File: src/rtl/aibio_pi_phsel_pkg.sv
// -----------------------------------------------------------------------------
// aibio_pi_phsel_pkg
// Shared types and helpers for the RX DLL phase-interpolator phase-select
// sequencer (aibio_pi_phsel_ctrl and its step divider).
//   - phsel_state_e : sequencer FSM states
//   - NUM_QTR / PH_PER_QTR : geometry of the 16-phase select tree
//   - onehot2()     : 2-bit to 4-bit one-hot decode
//   - ring_step_up(): shortest-direction decision around the 16-phase ring
//   - ring_next()   : code one step closer to the target
// -----------------------------------------------------------------------------
package aibio_pi_phsel_pkg;

   localparam int NUM_QTR    = 4;
   localparam int PH_PER_QTR = 4;

   typedef enum logic [2:0] {
      ST_IDLE   = 3'd0,
      ST_WAIT   = 3'd1,
      ST_STEP   = 3'd2,
      ST_PRESET = 3'd3,
      ST_BREAK  = 3'd4,
      ST_MAKE   = 3'd5
   } phsel_state_e;

   function automatic logic [3:0] onehot2(input logic [1:0] sel);
      return 4'b0001 << sel;
   endfunction

   // Distance is taken modulo 16; 1..8 walks up (the tie at 8 goes up),
   // 9..15 walks down. A zero distance returns 0 but callers never step then.
   function automatic logic ring_step_up(input logic [3:0] tgt,
                                         input logic [3:0] cur);
      logic [3:0] diff;
      diff = tgt - cur;
      return (diff != 4'd0) && (diff <= 4'd8);
   endfunction

   // 4-bit arithmetic gives the 15->0 and 0->15 wrap for free.
   function automatic logic [3:0] ring_next(input logic [3:0] tgt,
                                            input logic [3:0] cur);
      return ring_step_up(tgt, cur) ? cur + 4'd1 : cur - 4'd1;
   endfunction

endpackage

File: src/rtl/aibio_pi_phsel_stepdiv.sv
// -----------------------------------------------------------------------------
// aibio_pi_phsel_stepdiv
// Loadable down-counter shared by the step-pacing wait and the
// break-before-make gap. Loading value N makes o_done rise N cycles later
// (immediately when N=0); the counter then parks at zero.
// Ports:
//   i_clk       controller clock
//   i_rstb      asynchronous active-low reset
//   i_load      load i_load_val this cycle (has priority over counting)
//   i_load_val  value to load
//   o_done      counter is at zero
// -----------------------------------------------------------------------------
module aibio_pi_phsel_stepdiv #(
   parameter int W = 4
) (
   input  logic         i_clk,
   input  logic         i_rstb,
   input  logic         i_load,
   input  logic [W-1:0] i_load_val,
   output logic         o_done
);

   logic [W-1:0] r_cnt;

   always_ff @(posedge i_clk or negedge i_rstb) begin
      if (!i_rstb) begin
         r_cnt <= '0;
      end else if (i_load) begin
         r_cnt <= i_load_val;
      end else if (r_cnt != '0) begin
         r_cnt <= r_cnt - 1'b1;
      end
   end

   assign o_done = (r_cnt == '0);

endmodule

File: src/rtl/aibio_pi_phsel_ctrl.sv
// -----------------------------------------------------------------------------
// aibio_pi_phsel_ctrl
// Sequencer for the RX DLL phase-interpolator phase-select tree (four quarter
// muxes, each a 4:1 stage-1 select plus a tristate stage-2 enable onto a
// shared node). A loaded 4-bit target code is approached one ring step at a
// time, one step every STEP_DIV cycles. Crossing into another quarter is done
// break-before-make: preset the new quarter's stage-1, drop every stage-2
// enable for GAP_CYC cycles, then enable the new quarter.
//
// Optional feature (macro AIBIO_PI_PHSEL_DIRECT_EN):
//   adds i_direct, sampled with i_load; when set the controller jumps straight
//   to the target (one stage-1 update, or one preset/break/make sequence).
//
// Ports:
//   i_clk         controller clock
//   i_rstb        asynchronous active-low reset
//   i_load        load request; accepted only while o_rdy=1
//   i_code        target code {quarter[3:2], phase[1:0]}
//   i_direct      (AIBIO_PI_PHSEL_DIRECT_EN only) jump directly to target
//   o_rdy         idle and able to accept a load
//   o_locked      idle with current code equal to target
//   o_cur_code    code currently applied
//   o_phsel_stg1  per-quarter one-hot stage-1 selects, [4q+3:4q] = quarter q
//   o_phsel_stg2  one-hot (or all-zero) quarter enables
// -----------------------------------------------------------------------------
module aibio_pi_phsel_ctrl
   import aibio_pi_phsel_pkg::*;
#(
   parameter int STEP_DIV = 8,
   parameter int GAP_CYC  = 2
) (
   input  logic        i_clk,
   input  logic        i_rstb,
   input  logic        i_load,
   input  logic [3:0]  i_code,
`ifdef AIBIO_PI_PHSEL_DIRECT_EN
   input  logic        i_direct,
`endif
   output logic        o_rdy,
   output logic        o_locked,
   output logic [3:0]  o_cur_code,
   output logic [15:0] o_phsel_stg1,
   output logic [3:0]  o_phsel_stg2
);

   localparam int CNT_MAX = (STEP_DIV > GAP_CYC) ? STEP_DIV : GAP_CYC;
   localparam int CNT_W   = $clog2(CNT_MAX + 1);
   // WAIT lasts STEP_DIV-1 cycles and BREAK lasts GAP_CYC cycles; the counter
   // reaches zero on the last cycle of the state, hence the -2 / -1.
   localparam logic [CNT_W-1:0] WAIT_LD = CNT_W'(STEP_DIV - 2);
   localparam logic [CNT_W-1:0] GAP_LD  = CNT_W'(GAP_CYC - 1);

   typedef logic [NUM_QTR-1:0][PH_PER_QTR-1:0] stg1_t;

   phsel_state_e r_state, w_state_nxt;
   logic [3:0]   r_target, w_target_nxt;
   logic [3:0]   r_cur, w_cur_nxt;
   logic [3:0]   r_next, w_next_nxt;
   stg1_t        r_stg1, w_stg1_nxt;
   logic [3:0]   r_stg2, w_stg2_nxt;
   logic         r_direct, w_direct_nxt;
   logic         r_rdy, r_locked;

   logic             w_load_acc;
   logic             w_direct_req;
   logic [3:0]       w_step_code;
   logic             w_idle_nxt;
   logic             w_div_load;
   logic [CNT_W-1:0] w_div_val;
   logic             w_div_done;

`ifdef AIBIO_PI_PHSEL_DIRECT_EN
   assign w_direct_req = i_direct;
`else
   assign w_direct_req = 1'b0;
`endif

   assign w_load_acc  = i_load & r_rdy;
   assign w_step_code = r_direct ? r_target : ring_next(r_target, r_cur);

   aibio_pi_phsel_stepdiv #(
      .W (CNT_W)
   ) u_stepdiv (
      .i_clk      (i_clk),
      .i_rstb     (i_rstb),
      .i_load     (w_div_load),
      .i_load_val (w_div_val),
      .o_done     (w_div_done)
   );

   // NOTE: every signal written here gets a default first, so no path through
   // the case leaves one unassigned and no latch is inferred.
   always_comb begin
      w_state_nxt  = r_state;
      w_target_nxt = r_target;
      w_cur_nxt    = r_cur;
      w_next_nxt   = r_next;
      w_stg1_nxt   = r_stg1;
      w_stg2_nxt   = r_stg2;
      w_direct_nxt = r_direct;
      w_div_load   = 1'b0;
      w_div_val    = WAIT_LD;

      case (r_state)
         ST_IDLE: begin
            if (w_load_acc) begin
               w_target_nxt = i_code;
            end
            // Leaving on the load edge itself keeps load-to-lock at STEP_DIV.
            if (w_target_nxt != r_cur) begin
               w_direct_nxt = w_load_acc & w_direct_req;
               if (w_direct_nxt) begin
                  w_state_nxt = ST_STEP;
               end else begin
                  w_state_nxt = ST_WAIT;
                  w_div_load  = 1'b1;
                  w_div_val   = WAIT_LD;
               end
            end
         end

         ST_WAIT: begin
            if (w_div_done) begin
               w_state_nxt = ST_STEP;
            end
         end

         ST_STEP: begin
            // Same quarter: this is the enabled quarter, a legal in-place move.
            // New quarter: this is the preset, visible while in PRESET.
            w_next_nxt                     = w_step_code;
            w_stg1_nxt[w_step_code[3:2]]   = onehot2(w_step_code[1:0]);
            if (w_step_code[3:2] == r_cur[3:2]) begin
               w_cur_nxt = w_step_code;
               if (w_step_code == r_target) begin
                  w_state_nxt  = ST_IDLE;
                  w_direct_nxt = 1'b0;
               end else begin
                  w_state_nxt = ST_WAIT;
                  w_div_load  = 1'b1;
                  w_div_val   = WAIT_LD;
               end
            end else begin
               w_state_nxt = ST_PRESET;
            end
         end

         ST_PRESET: begin
            w_state_nxt = ST_BREAK;
            w_stg2_nxt  = 4'b0000;
            w_div_load  = 1'b1;
            w_div_val   = GAP_LD;
         end

         ST_BREAK: begin
            if (w_div_done) begin
               w_state_nxt = ST_MAKE;
               w_stg2_nxt  = onehot2(r_next[3:2]);
               w_cur_nxt   = r_next;
            end
         end

         ST_MAKE: begin
            if (r_cur == r_target) begin
               w_state_nxt  = ST_IDLE;
               w_direct_nxt = 1'b0;
            end else begin
               w_state_nxt = ST_WAIT;
               w_div_load  = 1'b1;
               w_div_val   = WAIT_LD;
            end
         end

         default: begin
            w_state_nxt  = ST_IDLE;
            w_direct_nxt = 1'b0;
         end
      endcase

      w_idle_nxt = (w_state_nxt == ST_IDLE) && (w_target_nxt == w_cur_nxt);
   end

   // NOTE: state registers use non-blocking assignments so every register
   // samples the pre-edge values, independent of statement order.
   always_ff @(posedge i_clk or negedge i_rstb) begin
      if (!i_rstb) begin
         r_state  <= ST_IDLE;
         r_target <= 4'd0;
         r_cur    <= 4'd0;
         r_next   <= 4'd0;
         r_stg1   <= {NUM_QTR{4'b0001}};
         r_stg2   <= 4'b0001;
         r_direct <= 1'b0;
         r_rdy    <= 1'b1;
         r_locked <= 1'b1;
      end else begin
         r_state  <= w_state_nxt;
         r_target <= w_target_nxt;
         r_cur    <= w_cur_nxt;
         r_next   <= w_next_nxt;
         r_stg1   <= w_stg1_nxt;
         r_stg2   <= w_stg2_nxt;
         r_direct <= w_direct_nxt;
         r_rdy    <= w_idle_nxt;
         r_locked <= w_idle_nxt;
      end
   end

   assign o_rdy        = r_rdy;
   assign o_locked     = r_locked;
   assign o_cur_code   = r_cur;
   assign o_phsel_stg1 = r_stg1;
   assign o_phsel_stg2 = r_stg2;

endmodule

File: config.mk
export PLATFORM = sky130hd
export DESIGN_NAME = aibio_pi_phsel_ctrl
export DESIGN_NICKNAME = d
export VERILOG_FILES = /design/src/rtl/aibio_pi_phsel_pkg.sv /design/src/rtl/aibio_pi_phsel_stepdiv.sv /design/src/rtl/aibio_pi_phsel_ctrl.sv
export SDC_FILE = /design/constraint.sdc
export NUM_CORES = 1
export LEC_CHECK = 0
export BUFFER_PORTS_ARGS = -buffer_cell sky130_fd_sc_hd__buf_2
export CAP_MARGIN = 20
export CORE_ASPECT_RATIO = 1.1
export CORE_MARGIN = 4
export CORE_UTILIZATION = 40
export DETAILED_ROUTE_END_ITERATION = 12
export SYNTH_ARGS = -nofsm -noshare
export SYNTH_HDL_FRONTEND = slang
export SYNTH_SLANG_ARGS = --single-unit
File: constraint.sdc
create_clock -name i_clk -period 3.8 [get_ports i_clk]
set_input_delay 0.38 -clock i_clk [delete_from_list [all_inputs] [get_ports i_clk]]
set_output_delay 0.38 -clock i_clk [all_outputs]
set_load 0.05 [all_outputs]
==> results_tabular.tex <==
\begin{tabular}{lr}
\hline
Metric & Value \\
\hline
\multicolumn{2}{l}{\textbf{Synthesis}} \\
\quad Number of synthesized flops with an enable pin & 0 \\
\quad Leading area contributor after synthesis & sky130\_fd\_sc\_hd\_\_dfrtp\_1 \\
\quad Synth Net Count & roughly 230 \\
\quad Post-synthesis sequential area ratio & 0.439 \\
\quad Area share of the largest cell type after synthesis & 0.370 \\
\quad Flip-flop and latch count after synthesis & 40 \\
\quad Largest cells by area after synthesis & sky130\_fd\_sc\_hd\_\_dfrtp\_1, sky130\_fd\_sc\_hd\_\_mux2\_2, sky130\_fd\_sc\_hd\_\_dfstp\_2 \\
\quad Number of standard cells after synthesis & about 210 \\
\quad Count of different cell masters after synthesis & 50 \\
\quad Area of the mapped netlist & 2300 µm² \\
\quad Primary FF master, synth & sky130\_fd\_sc\_hd\_\_dfrtp\_1 \\
\quad Ys async rst share & 1.00 \\
\quad Yosys synthesis warning count & 0 \\
\quad Post-synthesis area per instance & roughly 11 µm² \\
\multicolumn{2}{l}{\textbf{Global route}} \\
\quad Overall track demand over capacity in global routing & 0.152 \\
\quad Vias in the first global route & about 1700 \\
\quad Antenna violations before repair & 0 \\
\quad Maximum number of pins on one net before global-route repair & between 40 and 50 \\
\quad Wire length of the first global-routing pass & around 8300 µm \\
\quad Global-route congestion overflow total & 0 \\
\multicolumn{2}{l}{\textbf{STA}} \\
\quad Clock skew after layout & roughly 0.0074 ns \\
\quad Setup-violating endpoint count in the final report & 0 \\
\quad Worst-Margin Slew & between 0.8 and 0.9 ns \\
\quad Worst Setup Slack, final & 0.240 ns \\
\quad Pins over their slew limit & 0 \\
\quad Max-Slew Margin vs Limit & 0.410 \\
\quad Final hold violations & 0 \\
\quad Fmax & approximately 280 MHz \\
\quad Accumulated negative setup slack & 0 ns \\
\quad Portion of the clock cycle consumed by the worst path in the final layout & 0.937 \\
\quad Shortest clock period the worst path allows after layout & around 3.6 ns \\
\quad RSZ-0062 raised after global routing & no \\
\multicolumn{2}{l}{\textbf{Status}} \\
\quad Status & finished clean \\
\multicolumn{2}{l}{\textbf{Power}} \\
\quad Leakage power figure & 0.00130 µW \\
\quad Maximum vdd ir drop & 0.000371 V \\
\quad Overall power & approximately 1900 µW \\
\quad Pwr/cell area & 684 nW/µm² \\
\multicolumn{2}{l}{\textbf{Flow run}} \\
\quad Max Cap Violations & 0 \\
\multicolumn{2}{l}{\textbf{Route}} \\
\quad Total via count after detailed routing & around 1700 \\
\quad Total Wirelength & 4960 µm \\
\quad Average via count per standard cell & between 5 and 6 \\
\quad Post-DR wirelength/cell & around 15 µm \\
\quad First-pass iteration count of the detailed router & 4 \\
\quad First-iteration detailed-routing DRC count & 57 \\
\quad Count of nets left with antenna violations after detail routing & 0 \\
\quad DRC & 0 \\
\multicolumn{2}{l}{\textbf{Setup path}} \\
\quad CP arrival & 3.77 ns \\
\quad Largest fanout on the critical path & 5 \\
\quad Worst r2r path cells & 13 \\
\quad Register-to-Register Setup Slack & 0.24 ns \\
\quad Critical Path RT & between 4 and 5 ns \\
\quad Type of element capturing the critical path & register \\
\quad End of the worst register-to-register path & o\_locked \\
\quad CP Class & register to register \\
\quad Worst reg2reg startpoint & o\_cur\_code[0] \\
\quad Sort of element at the start of the critical path & register \\
\multicolumn{2}{l}{\textbf{Clocking}} \\
\quad Htree depth & 2 \\
\quad Clk root buf & sky130\_fd\_sc\_hd\_\_clkbuf\_8 \\
\quad CTS tree & built \\
\quad Source-to-sink clock delay at the later pin of the worst-skew pair & 0.29 ns \\
\quad Number of sinks driven by the clock tree & 40 \\
\quad Clock input transition at the sequential cells of the worst setup and hold paths & around 0.090 ns \\
\quad Clock buffers created by TritonCTS & 5 \\
\quad Buffers from clock root to sink, at most & 2 \\
\multicolumn{2}{l}{\textbf{Floorplanning}} \\
\quad FP Rows & 28 \\
\quad Number of primary I/O pins & 33 \\
\quad Core area & 5470 µm² \\
\quad Height of the chip & 87.5 µm \\
\quad Full die area & around 7000 µm² \\
\quad Width of the die & approximately 80 µm \\
\quad Starting utilization of the core area & 0.421 \\
\multicolumn{2}{l}{\textbf{Placement}} \\
\quad Worst setup slack before clock tree synthesis & -0.0119 ns \\
\quad Sum of net half-perimeters after detailed placement & approximately 3600 µm \\
\quad Final weighted congestion in routability-driven placement & 0.836 \\
\quad Port Buffers & 32 \\
\quad Placed instance area & about 2600 µm² \\
\multicolumn{2}{l}{\textbf{Layout}} \\
\quad Area growth from synthesis to layout & 21.2\% \\
\quad Share of cells above drive strength 1 & 0.367 \\
\quad Summed area of non-filler cells in the final layout & $\sim$2800 µm² \\
\quad Top library cells by usage in the layout, fill and taps aside & sky130\_fd\_sc\_hd\_\_buf\_2, sky130\_fd\_sc\_hd\_\_dfrtp\_1, sky130\_fd\_sc\_hd\_\_nand2\_1, sky130\_fd\_sc\_hd\_\_mux2\_2, sky130\_fd\_sc\_hd\_\_nor2\_1 \\
\quad Nets & 273 \\
\quad \# diodes & 0 \\
\quad Number of fillers in the final layout & about 520 \\
\quad Most common library cell in the layout ignoring fill and taps & sky130\_fd\_sc\_hd\_\_buf\_2 \\
\multicolumn{2}{l}{\textbf{Hold path}} \\
\quad Worst min path class & input pin to async pin \\
\hline
\end{tabular}
==> repair_timing <==
action                     4_1_cts  5_1_grt
pin swaps                        0        3
buffers inserted                 0        6
setup endpoints to repair        2       22
gates resized for setup          1        8
hold buffers                     0        0
==> where the power goes <==
part | switching, µW | total [µW] | internal, µW
clock | 160 | 358 | 198
combinational | 571 | 987 | 415
sequential | 71.0 | 562 | 491
==> critical path: stages (launching register included) <==
cell	delay (ns)
sky130_fd_sc_hd__dfrtp_2	0.41
sky130_fd_sc_hd__ha_1	0.33
sky130_fd_sc_hd__nand2b_1	0.20
sky130_fd_sc_hd__a211oi_4	0.34
sky130_fd_sc_hd__nor3_4	0.11
sky130_fd_sc_hd__xnor2_2	0.20
sky130_fd_sc_hd__inv_1	0.09
sky130_fd_sc_hd__fa_1	0.46
sky130_fd_sc_hd__xor2_4	0.21
sky130_fd_sc_hd__xnor2_1	0.22
sky130_fd_sc_hd__or3_1	0.37
sky130_fd_sc_hd__o21ba_1	0.21
sky130_fd_sc_hd__a21o_1	0.17
sky130_fd_sc_hd__a211oi_2	0.18
==> registers in the layout, indices dropped and copies added, names as in the netlist <==
| name | flops |
|---|---|
| u_stepdiv.r_cnt | 4 |
| o_locked | 1 |
| r_state | 3 |
| o_cur_code | 4 |
| r_target | 4 |
| r_next | 4 |
| o_phsel_stg2 | 4 |
| o_phsel_stg1 | 16 |
==> kinds of logic (layout without fill, tap and decap cells) <==
family | count (synthesis) | in the layout | synth area share
xor+xnor | 17 | 17 | 0.0745
simple gates | 65 | 65 | 0.158
buf+inv | 13 | 58 | 0.0229
mux | 25 | 25 | 0.120
compound gates | 40 | 40 | 0.122
fa+ha+maj | 11 | 11 | 0.0631
flops | 40 | 40 | 0.439
==> synth_stat cells (2+ instances only) <==
cell                       instances
sky130_fd_sc_hd__a211oi_2          2
sky130_fd_sc_hd__a21o_1            5
sky130_fd_sc_hd__a21oi_1           8
sky130_fd_sc_hd__a21oi_2           2
sky130_fd_sc_hd__and2_1            2
sky130_fd_sc_hd__clkbuf_1          3
sky130_fd_sc_hd__dfrtp_1          34
sky130_fd_sc_hd__dfstp_2           6
sky130_fd_sc_hd__ha_1             10
sky130_fd_sc_hd__inv_1             9
sky130_fd_sc_hd__mux2_1            4
sky130_fd_sc_hd__mux2_2           17
sky130_fd_sc_hd__mux2i_1           4
sky130_fd_sc_hd__nand2_1          18
sky130_fd_sc_hd__nand2b_1          4
sky130_fd_sc_hd__nand3_1           5
sky130_fd_sc_hd__nor2_1           12
sky130_fd_sc_hd__nor3_1            4
sky130_fd_sc_hd__nor3b_1           2
sky130_fd_sc_hd__nor4_1            3
sky130_fd_sc_hd__o211ai_1          2
sky130_fd_sc_hd__o21ai_0           9
sky130_fd_sc_hd__o31ai_1           2
sky130_fd_sc_hd__o41ai_1           2
sky130_fd_sc_hd__or2_2             2
sky130_fd_sc_hd__or3_1             3
sky130_fd_sc_hd__xnor2_1          10
sky130_fd_sc_hd__xor2_1            4
sky130_fd_sc_hd__xor2_2            2
==> per-layer routing <==
| layer | vias to the layer above | track usage | routed length [µm] |
|---|---|---|---|
| met2 | 34 | 0.249 | 2310 |
| li1 | 839 | - | - |
| met3 | 6 | 0.0342 | 209 |
| met5 | - | 0 | 0 |
| met4 | 0 | 0.0430 | 51 |
| met1 | 822 | 0.203 | 2390 |
==> through the flow <==
stage / std cells / hold WS (ns) / utilization
after CTS: 325 / 0.226 / 0.492
after detailed placement: 317 / 0.460 / 0.469
after global placement: 317 / 0.457 / 0.469
after global routing: 331 / 0.268 / 0.510
after floorplan: 211 / 0.0844 / -
final: 331 / 0.207 / 0.510
==> area by class of cell <==
class	count	area, µm²	area share
repair buffers	41	228	0.0817
clock buffers	5	68.8	0.0247
flip-flops and latches	40	1010	0.363
multi-input cells	158	1300	0.467
clock inverters	3	47.5	0.0171
well taps	75	93.8	0.0337
inverters	9	33.8	0.0121
==> worst max path at each step <==
| stage | slack [ns] | depth (start not counted) | end | start |
|---|---|---|---|---|
| CTS | 0.01 | 14 | o_locked | o_cur_code[1] |
| global route | 0.02 | 13 | o_locked | o_cur_code[0] |
| global placement | 0.01 | 14 | o_locked | o_cur_code[1] |
| finish | 0.24 | 13 | o_locked | o_cur_code[0] |
| floorplan | 0.13 | 14 | o_locked | o_cur_code[2] |
| detailed placement | -0.01 | 14 | o_locked | o_cur_code[1] |
Power figures use the tool's default switching activity.
